**config.mk**
```make
export PLATFORM = sky130hd
export DESIGN_NAME = reset_sequencer
export DESIGN_NICKNAME = d
export VERILOG_FILES = /design/src/rtl/reset_pkg.sv /design/src/rtl/reset_timer.sv /design/src/rtl/reset_sequencer.sv
export SDC_FILE = /design/constraint.sdc
export NUM_CORES = 1
export LEC_CHECK = 0
export ABC_AREA = 1
export BUFFER_PORTS_ARGS = -buffer_cell sky130_fd_sc_hd__buf_2
export CORE_MARGIN = 8
export CORE_UTILIZATION = 56
export DETAILED_ROUTE_END_ITERATION = 8
export PLACE_DENSITY_LB_ADDON = 0.1
export SLEW_MARGIN = 20
export SYNTH_ARGS = -nofsm -noshare
export SYNTH_HDL_FRONTEND = slang
export SYNTH_SLANG_ARGS = --single-unit
```
**constraint.sdc**
```tcl
create_clock -name clk -period 4.4 [get_ports clk]
set_clock_uncertainty 0.2 [all_clocks]
set_input_delay 0.44 -clock clk [delete_from_list [all_inputs] [get_ports clk]]
set_output_delay 0.44 -clock clk [all_outputs]
set_load 0.01 [all_outputs]
```
**src/rtl/reset_pkg.sv**
```systemverilog
// rtl/reset_pkg.sv - shared types, default timing constants and counter sizing for the reset sequencer
package reset_pkg;

  typedef enum logic [1:0] {HOLD, WAIT, GAP, RUN} seq_state_t;

  localparam int CLK_HZ         = 10_000_000;
  localparam int MIN_ASSERT     = 1000;
  localparam int GAP_CYCLES     = 100;
  localparam int TIMEOUT_CYCLES = 1_000_000;

  // Bits needed to hold the largest of the three cycle counts.
  function automatic int counter_width(input int a, input int b, input int c);
    int m;
    m = a;
    if (b > m) m = b;
    if (c > m) m = c;
    return (m < 1) ? 1 : $clog2(m + 1);
  endfunction

endpackage

```
**src/rtl/reset_timer.sv**
```systemverilog
// rtl/reset_timer.sv - clearable up-counter with a terminal compare, shared by every sequencer state
module reset_timer #(
  parameter int WIDTH = 8
) (
  input  logic             clk,
  input  logic             clr,
  input  logic             en,
  input  logic [WIDTH-1:0] target,
  output logic             done
);

  logic [WIDTH-1:0] count;

  // Saturates instead of wrapping so a stalled state can never alias a short count.
  always_ff @(posedge clk) begin
    if (clr) begin
      count <= '0;
    end else if (en && (count != {WIDTH{1'b1}})) begin
      count <= count + {{(WIDTH-1){1'b0}}, 1'b1};
    end
  end

  assign done = (count == target);

endmodule

```
**src/rtl/reset_sequencer.sv**
```systemverilog
// rtl/reset_sequencer.sv - releases per-subsystem resets in order, gated by ready acknowledges or timeouts
module reset_sequencer #(
  parameter int NUM_STAGES     = 4,
  parameter int MIN_ASSERT     = reset_pkg::MIN_ASSERT,
  parameter int GAP_CYCLES     = reset_pkg::GAP_CYCLES,
  parameter int TIMEOUT_CYCLES = reset_pkg::TIMEOUT_CYCLES,
  localparam int SW            = (NUM_STAGES > 1) ? $clog2(NUM_STAGES) : 1
) (
  input  logic                  clk,
  input  logic                  reset,
  input  logic                  soft_req,
  input  logic [NUM_STAGES-1:0] stage_ready,
  output logic [NUM_STAGES-1:0] stage_reset,
  output logic                  sys_ready,
  output logic [NUM_STAGES-1:0] fault,
  output logic [SW-1:0]         cur_stage
);

  import reset_pkg::*;

  localparam int CW = reset_pkg::counter_width(MIN_ASSERT, GAP_CYCLES, TIMEOUT_CYCLES);
  localparam logic [CW-1:0] HOLD_LAST = CW'(MIN_ASSERT - 1);
  localparam logic [CW-1:0] WAIT_LAST = CW'(TIMEOUT_CYCLES - 1);
  localparam logic [CW-1:0] GAP_LAST  = CW'((GAP_CYCLES > 0) ? GAP_CYCLES - 1 : 0);
  localparam logic [SW-1:0] LAST_STAGE = SW'(NUM_STAGES - 1);

  seq_state_t            state, next_state;
  logic [SW-1:0]         next_stage;
  logic [NUM_STAGES-1:0] fault_set;
  logic [CW-1:0]         tmr_target;
  logic                  tmr_en, tmr_done, advance;

  reset_timer #(.WIDTH(CW)) u_timer (
    .clk    (clk),
    .clr    (reset | soft_req | advance),
    .en     (tmr_en),
    .target (tmr_target),
    .done   (tmr_done)
  );

  always_ff @(posedge clk) begin
    if (reset) begin
      state     <= HOLD;
      cur_stage <= '0;
      fault     <= '0;
    end else if (soft_req) begin
      state     <= HOLD;
      cur_stage <= '0;
    end else begin
      state     <= next_state;
      cur_stage <= next_stage;
      fault     <= fault | fault_set;
    end
  end

  always_comb begin
    next_state = state;
    next_stage = cur_stage;
    fault_set  = '0;
    tmr_target = '0;
    tmr_en     = 1'b0;
    advance    = 1'b0;
    case (state)
      HOLD: begin
        tmr_target = HOLD_LAST;
        tmr_en     = 1'b1;
        if (tmr_done) begin
          advance    = 1'b1;
          next_state = WAIT;
          next_stage = '0;
        end
      end
      WAIT: begin
        tmr_target = WAIT_LAST;
        tmr_en     = 1'b1;
        if (stage_ready[cur_stage] || tmr_done) begin
          advance = 1'b1;
          if (!stage_ready[cur_stage]) fault_set[cur_stage] = 1'b1;
          // With no settle gap the next stage goes on the same edge that saw ready.
          if (GAP_CYCLES > 0) begin
            next_state = GAP;
          end else if (cur_stage == LAST_STAGE) begin
            next_state = RUN;
          end else begin
            next_state = WAIT;
            next_stage = cur_stage + SW'(1);
          end
        end
      end
      GAP: begin
        tmr_target = GAP_LAST;
        tmr_en     = 1'b1;
        if (tmr_done) begin
          advance = 1'b1;
          if (cur_stage == LAST_STAGE) begin
            next_state = RUN;
          end else begin
            next_state = WAIT;
            next_stage = cur_stage + SW'(1);
          end
        end
      end
      RUN: begin
        next_state = RUN;
      end
    endcase
  end

  // Stage resets are a pure function of state and index, so releases stay monotonic.
  always_comb begin
    stage_reset = '1;
    for (int i = 0; i < NUM_STAGES; i++) begin
      case (state)
        HOLD:      stage_reset[i] = 1'b1;
        WAIT, GAP: stage_reset[i] = (SW'(i) > cur_stage);
        RUN:       stage_reset[i] = 1'b0;
      endcase
    end
  end

  assign sys_ready = (state == RUN);

endmodule
```
## Yosys cells after proc, flatten, opt, wreduce, memory -nomap -nowiden

Index checks and enable logic that the tools add are counted.

- Order comparisons: 6
- Bitwise operators: 3
- Reductions and logical operators: 11
- Mux-type cells: 25
- Eq/ne operators: 10
- Add/subtract/negate cells: 2

Operators by type and width:

| operator | number |
|---|---|
| $pmux W20 S3 | 1 |
| $add A20 B1 Y20 const B | 1 |
| $eq A20 B20 Y1 | 1 |
| $ne A20 B20 Y1 const B | 1 |
| $mux W2 | 7 |
| $mux W4 | 3 |
| $pmux W1 S3 | 4 |
| $ne A2 B2 Y1 const B | 4 |
| $pmux W2 S4 | 1 |
| $eq A2 B2 Y1 const B | 3 |
| $reduce_or A2 Y1 | 3 |
| $mux W1 | 5 |
| $gt A1 B2 Y1 const A | 2 |
| $gt A2 B2 Y1 const A | 2 |
| $or A4 B4 Y4 | 1 |
| $pmux W2 S2 | 1 |
| $reduce_and A4 Y1 | 1 |
| $lt A2 B3 Y1 const B | 1 |
| $reduce_and A3 Y1 | 1 |
| $reduce_or A3 Y1 | 1 |
| $add A2 B1 Y2 const B | 1 |
| $bmux W1 S2 | 1 |
| $demux W1 S2 | 1 |
| $eq A2 B1 Y1 const B | 1 |
| 7 further kinds | 9 |

- Output and inout bits: 11
- Input bits: 7
- Bits in registers: 28

## Depth between registers and ports, before layout

- Depth after elaboration: 8
- Mapped depth: 16
- Gate-level depth less buffers: 15

## Hierarchy

From an unflattened synthesis, not the netlist that was laid out.

- Cell total of the unflattened synthesis: 324
- Area total of the unflattened synthesis: 2078.2 um^2

By module, submodules not included:

| module | times used | area an instance (um^2) | cells each |
|---|---|---|---|
| reset_timer | 1 | 1458.9 | 236 |
| reset_sequencer | 1 | 619.3 | 88 |

## Worst setup path before layout

Ideal clock, no wire load.

- Path kind: register to register
- Start: reg state[0]
- End: reg u_timer.count[16]
- Data required time: 4.084 ns
- Path slack: 2.312 ns
- Clock period less this slack: 2.088 ns
- Stages on the path, launching flop included: 17
- Data arrival time: 1.772 ns
- Path through: dfxtp_1 -> inv_1 -> ha_1 -> inv_1 -> nand2_1 -> nand2_1 -> nor2_1 -> nand2_1 -> nor2_1 -> nand3_1 -> nand2_2 -> nand2_1 -> nand2_1 -> nand2_1 -> nand2_2 -> buf_4 -> nor2_1

- Word-level cells in the longest chain between the ends: 7

Ends and longest elaborated chain:

| element | RTL line | RTL |
|---|---|---|
| start, declared | reset_sequencer.sv:27 | `seq_state_t state, next_state;` |
| start signal, assigned | reset_sequencer.sv:50 | `state <= next_state;` |
| $eq A2 B2 Y1 (tied with other cells) | reset_sequencer.sv:63 | `case (state)` |
| $pmux W20 S3 | reset_sequencer.sv:63 |  |
| $eq A20 B20 Y1 | reset_timer.sv:23 | `assign done = (count == target);` |
| $logic_or A1 B1 Y1 | reset_sequencer.sv:76 | `if (stage_ready[cur_stage] \|\| tmr_done) begin` |
| $mux W1 | reset_sequencer.sv:76 |  |
| $pmux W1 S2 | reset_sequencer.sv:63 |  |
| $or A1 B1 Y1 | reset_sequencer.sv:35 | `.clr (reset \| soft_req \| advance),` |
| end signal, assigned | reset_timer.sv:19 | `count <= count + {{(WIDTH-1){1'b0}}, 1'b1};` |
| end, declared | reset_timer.sv:12 | `logic [WIDTH-1:0] count;` |

Several ways; a longest one is shown, not always the timed one.
A chain may end at the register's enable or synchronous reset.

## Worst setup path in the final report

- Start: reg state[0]
- End: reg u_timer.count[11]

The elaborated chain is that of the path after synthesis.

==> results by stage <==
Placement:
- The final weighted congestion of routability-driven global placement is about 0.85.
- The quantity of I/O buffers inserted on ports is 17.
- The detailed placement HPWL is 3820 um.

Setup path:
- The cell count of the worst reg-to-reg path is 14.
- The startpoint-to-endpoint class of the critical path is reg2reg.
- The most frequent cell on the critical path is nand2_1.
- The sum of buffers and inverters on the critical path is 1.
- STA classifies the critical path startpoint as a register.
- The endpoint identified for the worst register-to-register timing path is u_timer.count[11].
- The endpoint required time on the critical path is 4430 ps.
- Of all nets on the critical path, the largest fanout is 20.
- The family of cells with the greatest summed delay on the critical path is simple AND/OR/NAND/NOR gates.
- The largest stage delay on the critical path is 480 ps.
- Walking the worst path, the cells encountered are inv_1 -> ha_1 -> nand2_1 -> nand2_1 -> nor2_1 -> nand2_1 -> nor2_1 -> nand3_1 -> nand2_2 -> nand2_1 -> nand2_1 -> nand2_1 -> nand2_2 -> nor2_1.
- The flop-to-flop setup slack is 1910 ps.
- The cell with the biggest individual delay on the critical path is dfxtp_1.
- Data arrives at the worst endpoint at 2520 ps.
- The sort of element at the end of the critical path is a register.
- The worst reg2reg path startpoint is state[0].

Timing:
- Setup repair after global routing left no endpoint under its margin.
- The share of the clock period used by the worst path after layout is 0.566.
- The maximum clock rate is 402 MHz.
- The tightest hold path in the finished design has a slack of between 90 and 100 ps.
- The final hold violation count is 0.
- The number of pins with negative max-slew slack in the final report is 0.
- The worst slew margin relative to its limit is 0.715.
- Setup violations remaining at the end of the flow were counted as 0.
- The slew of the pin with the lowest slew margin is roughly 420 ps.
- The final total negative setup slack is 0 ps.
- The minimum period implied by the final worst setup slack is 2490 ps.

Routing:
- For this run, design rule violations remaining after detail routing come to 0.
- The overall routed net length is 4840 um.
- The number of search-and-repair iterations in the first detailed-routing pass is 6.
- The remaining antenna violation count is 0.
- The average detailed-routed wire length per instance is around 12 um.
- The detailed router placed 1967 vias in this run.
- The vias per cell is ~5.
- After the first detailed-routing iteration, the DRC count stood at 92.

Synthesis:
- The multiplexer area fraction after synthesis is 0.
- The number of library cell types mapped by synthesis is 28.
- Averaged over all synthesized cells, the footprint is 6.29 um^2.
- The total of flip-flops plus latches after synthesis is 28.
- After synthesis, the share of flip-flops with an asynchronous set or reset is 0.
- The area share of fa/ha/maj cells after synthesis is 0.0738.
- During synthesis, Yosys emitted a total of 0 warnings.
- The synthesized netlist net count is 342.
- Of the total synthesized cell area, the portion taken by AND, OR, NAND and NOR gates is 0.388.
- The cell area after technology mapping is 2030 um^2.
- The complex-gate fraction of the synthesized area is 0.0880.
- In this run, synthesis inferred 0 flip-flops with an integrated enable.
- The share of the Yosys chip area taken by registers is 0.276.
- The post-synthesis share of cell area spent on xor and xnor gates is 0.0560.
- After technology mapping, the gate count stands at roughly 320.
- The commonest register cell after synthesis is dfxtp_1.
- By area, the combinational part of the netlist is dominated by simple AND/OR/NAND/NOR gates.

Finish:
- The number of antenna diodes is 0.
- The number of nets in the layout is 359.
- From synthesis to final layout, the design area changed by 7.45%.
- The library cells used most frequently in the layout, excluding fill and tap cells, are 83 x nand2_1, 50 x nor2_1, 45 x inv_1.
- The share of cells above drive strength 1 is 0.109.
- The library cell used most frequently in the layout, excluding fill and tap cells, is nand2_1.

Min path:
- The worst hold-check path type is in2reg.
- The worst hold path stage count is 2.
- For hold timing, the worst endpoint is fault[1].
- The hold path startpoint is reset.

Global routing:
- Across every metal layer, demand over resource in global routing totals 0.168.
- The number of global-route vias before repair is 1949.
- The largest net degree at the start of global routing is 23.
- The initial antenna violation count is 0.
- The remaining global-route overflow is 0.
- The first-pass GRT wire length is between 8000 and 9000 um.

Clock tree:
- The clock latency on the worst-skew pair is 330 ps.
- The clock-pin transition on the worst setup and hold timing paths is 160 ps.
- The number of gates resized after CTS is 0.
- The number of buffers added for setup after CTS is 0.
- The number of buffers inserted during clock tree synthesis is 3.
- The number of clock sinks is 28.
- The number of levels the H-tree was split into is 1.
- After clock tree synthesis, the flow added hold-fix buffers numbering 0.
- The maximum root-to-sink buffer count is 2.
- The TritonCTS clock tree is built.
- The root buffer cell is clkbuf_4.

Pwr:
- The power density relative to cell area is ~200 nW/um^2.
- The analysis attributes to cell leakage a power of slightly below 0.9 nW.
- Of the total power, combinational logic draws 0.032.
- Of the total power, the clock network draws 0.389.
- The analysis attributes to net switching a power of 90.0 uW.
- The register share of total power is 0.579.
- Of the total power, the share spent switching nets is 0.204.
- The cell internal power dissipation is 352 uW.
- The worst IR drop on VDD is 98.7 uV.

Run status:
- The run finished with clean final reports.

Job:
- Max-cap violations in this run came to 0.

Floorplanning:
- The area of the core is between 3000 and 4000 um^2.
- Row generation in the floorplan step produced 22 rows.
- The die is 76.3 um wide.
- The die covers 5810 um^2.
- For this configuration, the core starts out at a cell density of 0.568.
- The die boundary height is 76.3 um.
- In this run the count of I/O pins placed on the die edge is 18.
==> flip-flops by register name, summed over array words and instances, names as in the netlist <==
signal,cells
u_timer.count,20
fault,4
cur_stage,2
state,2
==> synth_stat cells, types with 2 or more instances <==
library cell | n | area share
nand2_2 | 5 | 0.015
ha_1 | 12 | 0.074
xor2_1 | 12 | 0.052
inv_1 | 45 | 0.083
a21oi_1 | 17 | 0.042
buf_6 | 3 | 0.017
dfxtp_1 | 28 | 0.28
inv_2 | 5 | 0.0092
nor3_1 | 7 | 0.017
o21ai_1 | 4 | 0.0098
o22ai_1 | 2 | 0.0062
nand2_1 | 83 | 0.15
nand4_1 | 13 | 0.040
nor2_1 | 50 | 0.092
o21ai_0 | 9 | 0.022
nand3_1 | 16 | 0.039
==> worst reg2reg max path, stage by stage (launching register included) <==
cell and delay (ps):
dfxtp_1 480, inv_1 140, ha_1 300, nand2_1 120
nand2_1 50, nor2_1 110, nand2_1 60, nor2_1 110
nand3_1 100, nand2_2 110, nand2_1 50, nand2_1 60
nand2_1 60, nand2_2 320, nor2_1 110
==> stage by stage <==
stage	util	worst slack [ps]	instance area [um^2]	std cells	total power [mW]
2_1_floorplan	-	2310	2030	323	0.271
3_3_place_gp	0.596	1980	2130	383	0.275
3_5_place_dp	0.596	1900	2130	383	0.276
4_1_cts	0.610	1880	2180	387	0.447
5_1_grt	0.610	1640	2180	387	0.457
6_report	0.610	1910	2180	387	0.442
==> power by group through the flow <==
stage | Sequential [mW] | Clock [mW] | Combinational [mW]
final | 0.256 | 0.172 | 0.0142
after global placement | 0.261 | 0 | 0.0141
after global routing | 0.256 | 0.185 | 0.0162
after floorplan | 0.261 | 0 | 0.0104
after detailed placement | 0.261 | 0 | 0.0144
after CTS | 0.256 | 0.177 | 0.0144
==> kinds of logic (layout without fill, tap and decap cells) <==
| group | after synthesis | after routing |
|---|---|---|
| and+or+nand+nor | 180 | 180 |
| buffers and inverters | 56 | 72 |
| AOI/OAI and AO/OA | 34 | 34 |
| DFF | 28 | 28 |
| xor gates and xnor gates | 13 | 13 |
| adders and majority gates | 12 | 12 |
==> per-layer routing <==
layer  part of all wire  vias to the layer above  GRT usage
met5                  0                        -          0
met2               0.51                       39      0.305
met4              0.011                        0     0.0519
met3              0.046                        6     0.0366
li1                   -                     1041          -
met1               0.44                      881      0.190
==> worst max-delay path by stage <==
stage	startpoint	end	slack (ps)	cells after the start
4_1_cts	state[0]	u_timer.count[8]	1880	14
3_5_place_dp	state[0]	u_timer.count[11]	1900	14
2_1_floorplan	state[0]	u_timer.count[16]	2310	16
6_report	state[0]	u_timer.count[11]	1910	14
3_3_place_gp	state[0]	u_timer.count[14]	1980	14
5_1_grt	state[0]	u_timer.count[11]	1640	15
==> final cells by class <==
class                      instances  area [um^2]
fill                             369         1390
multi-input combinational        239         1230
sequential                        28          561
inverter                          51          194
timing repair buffer              17         85.1
tap                               48         60.1
clock inverter                     1         30.0
clock buffer                       3         22.5
(Power assumes the default switching activity.)
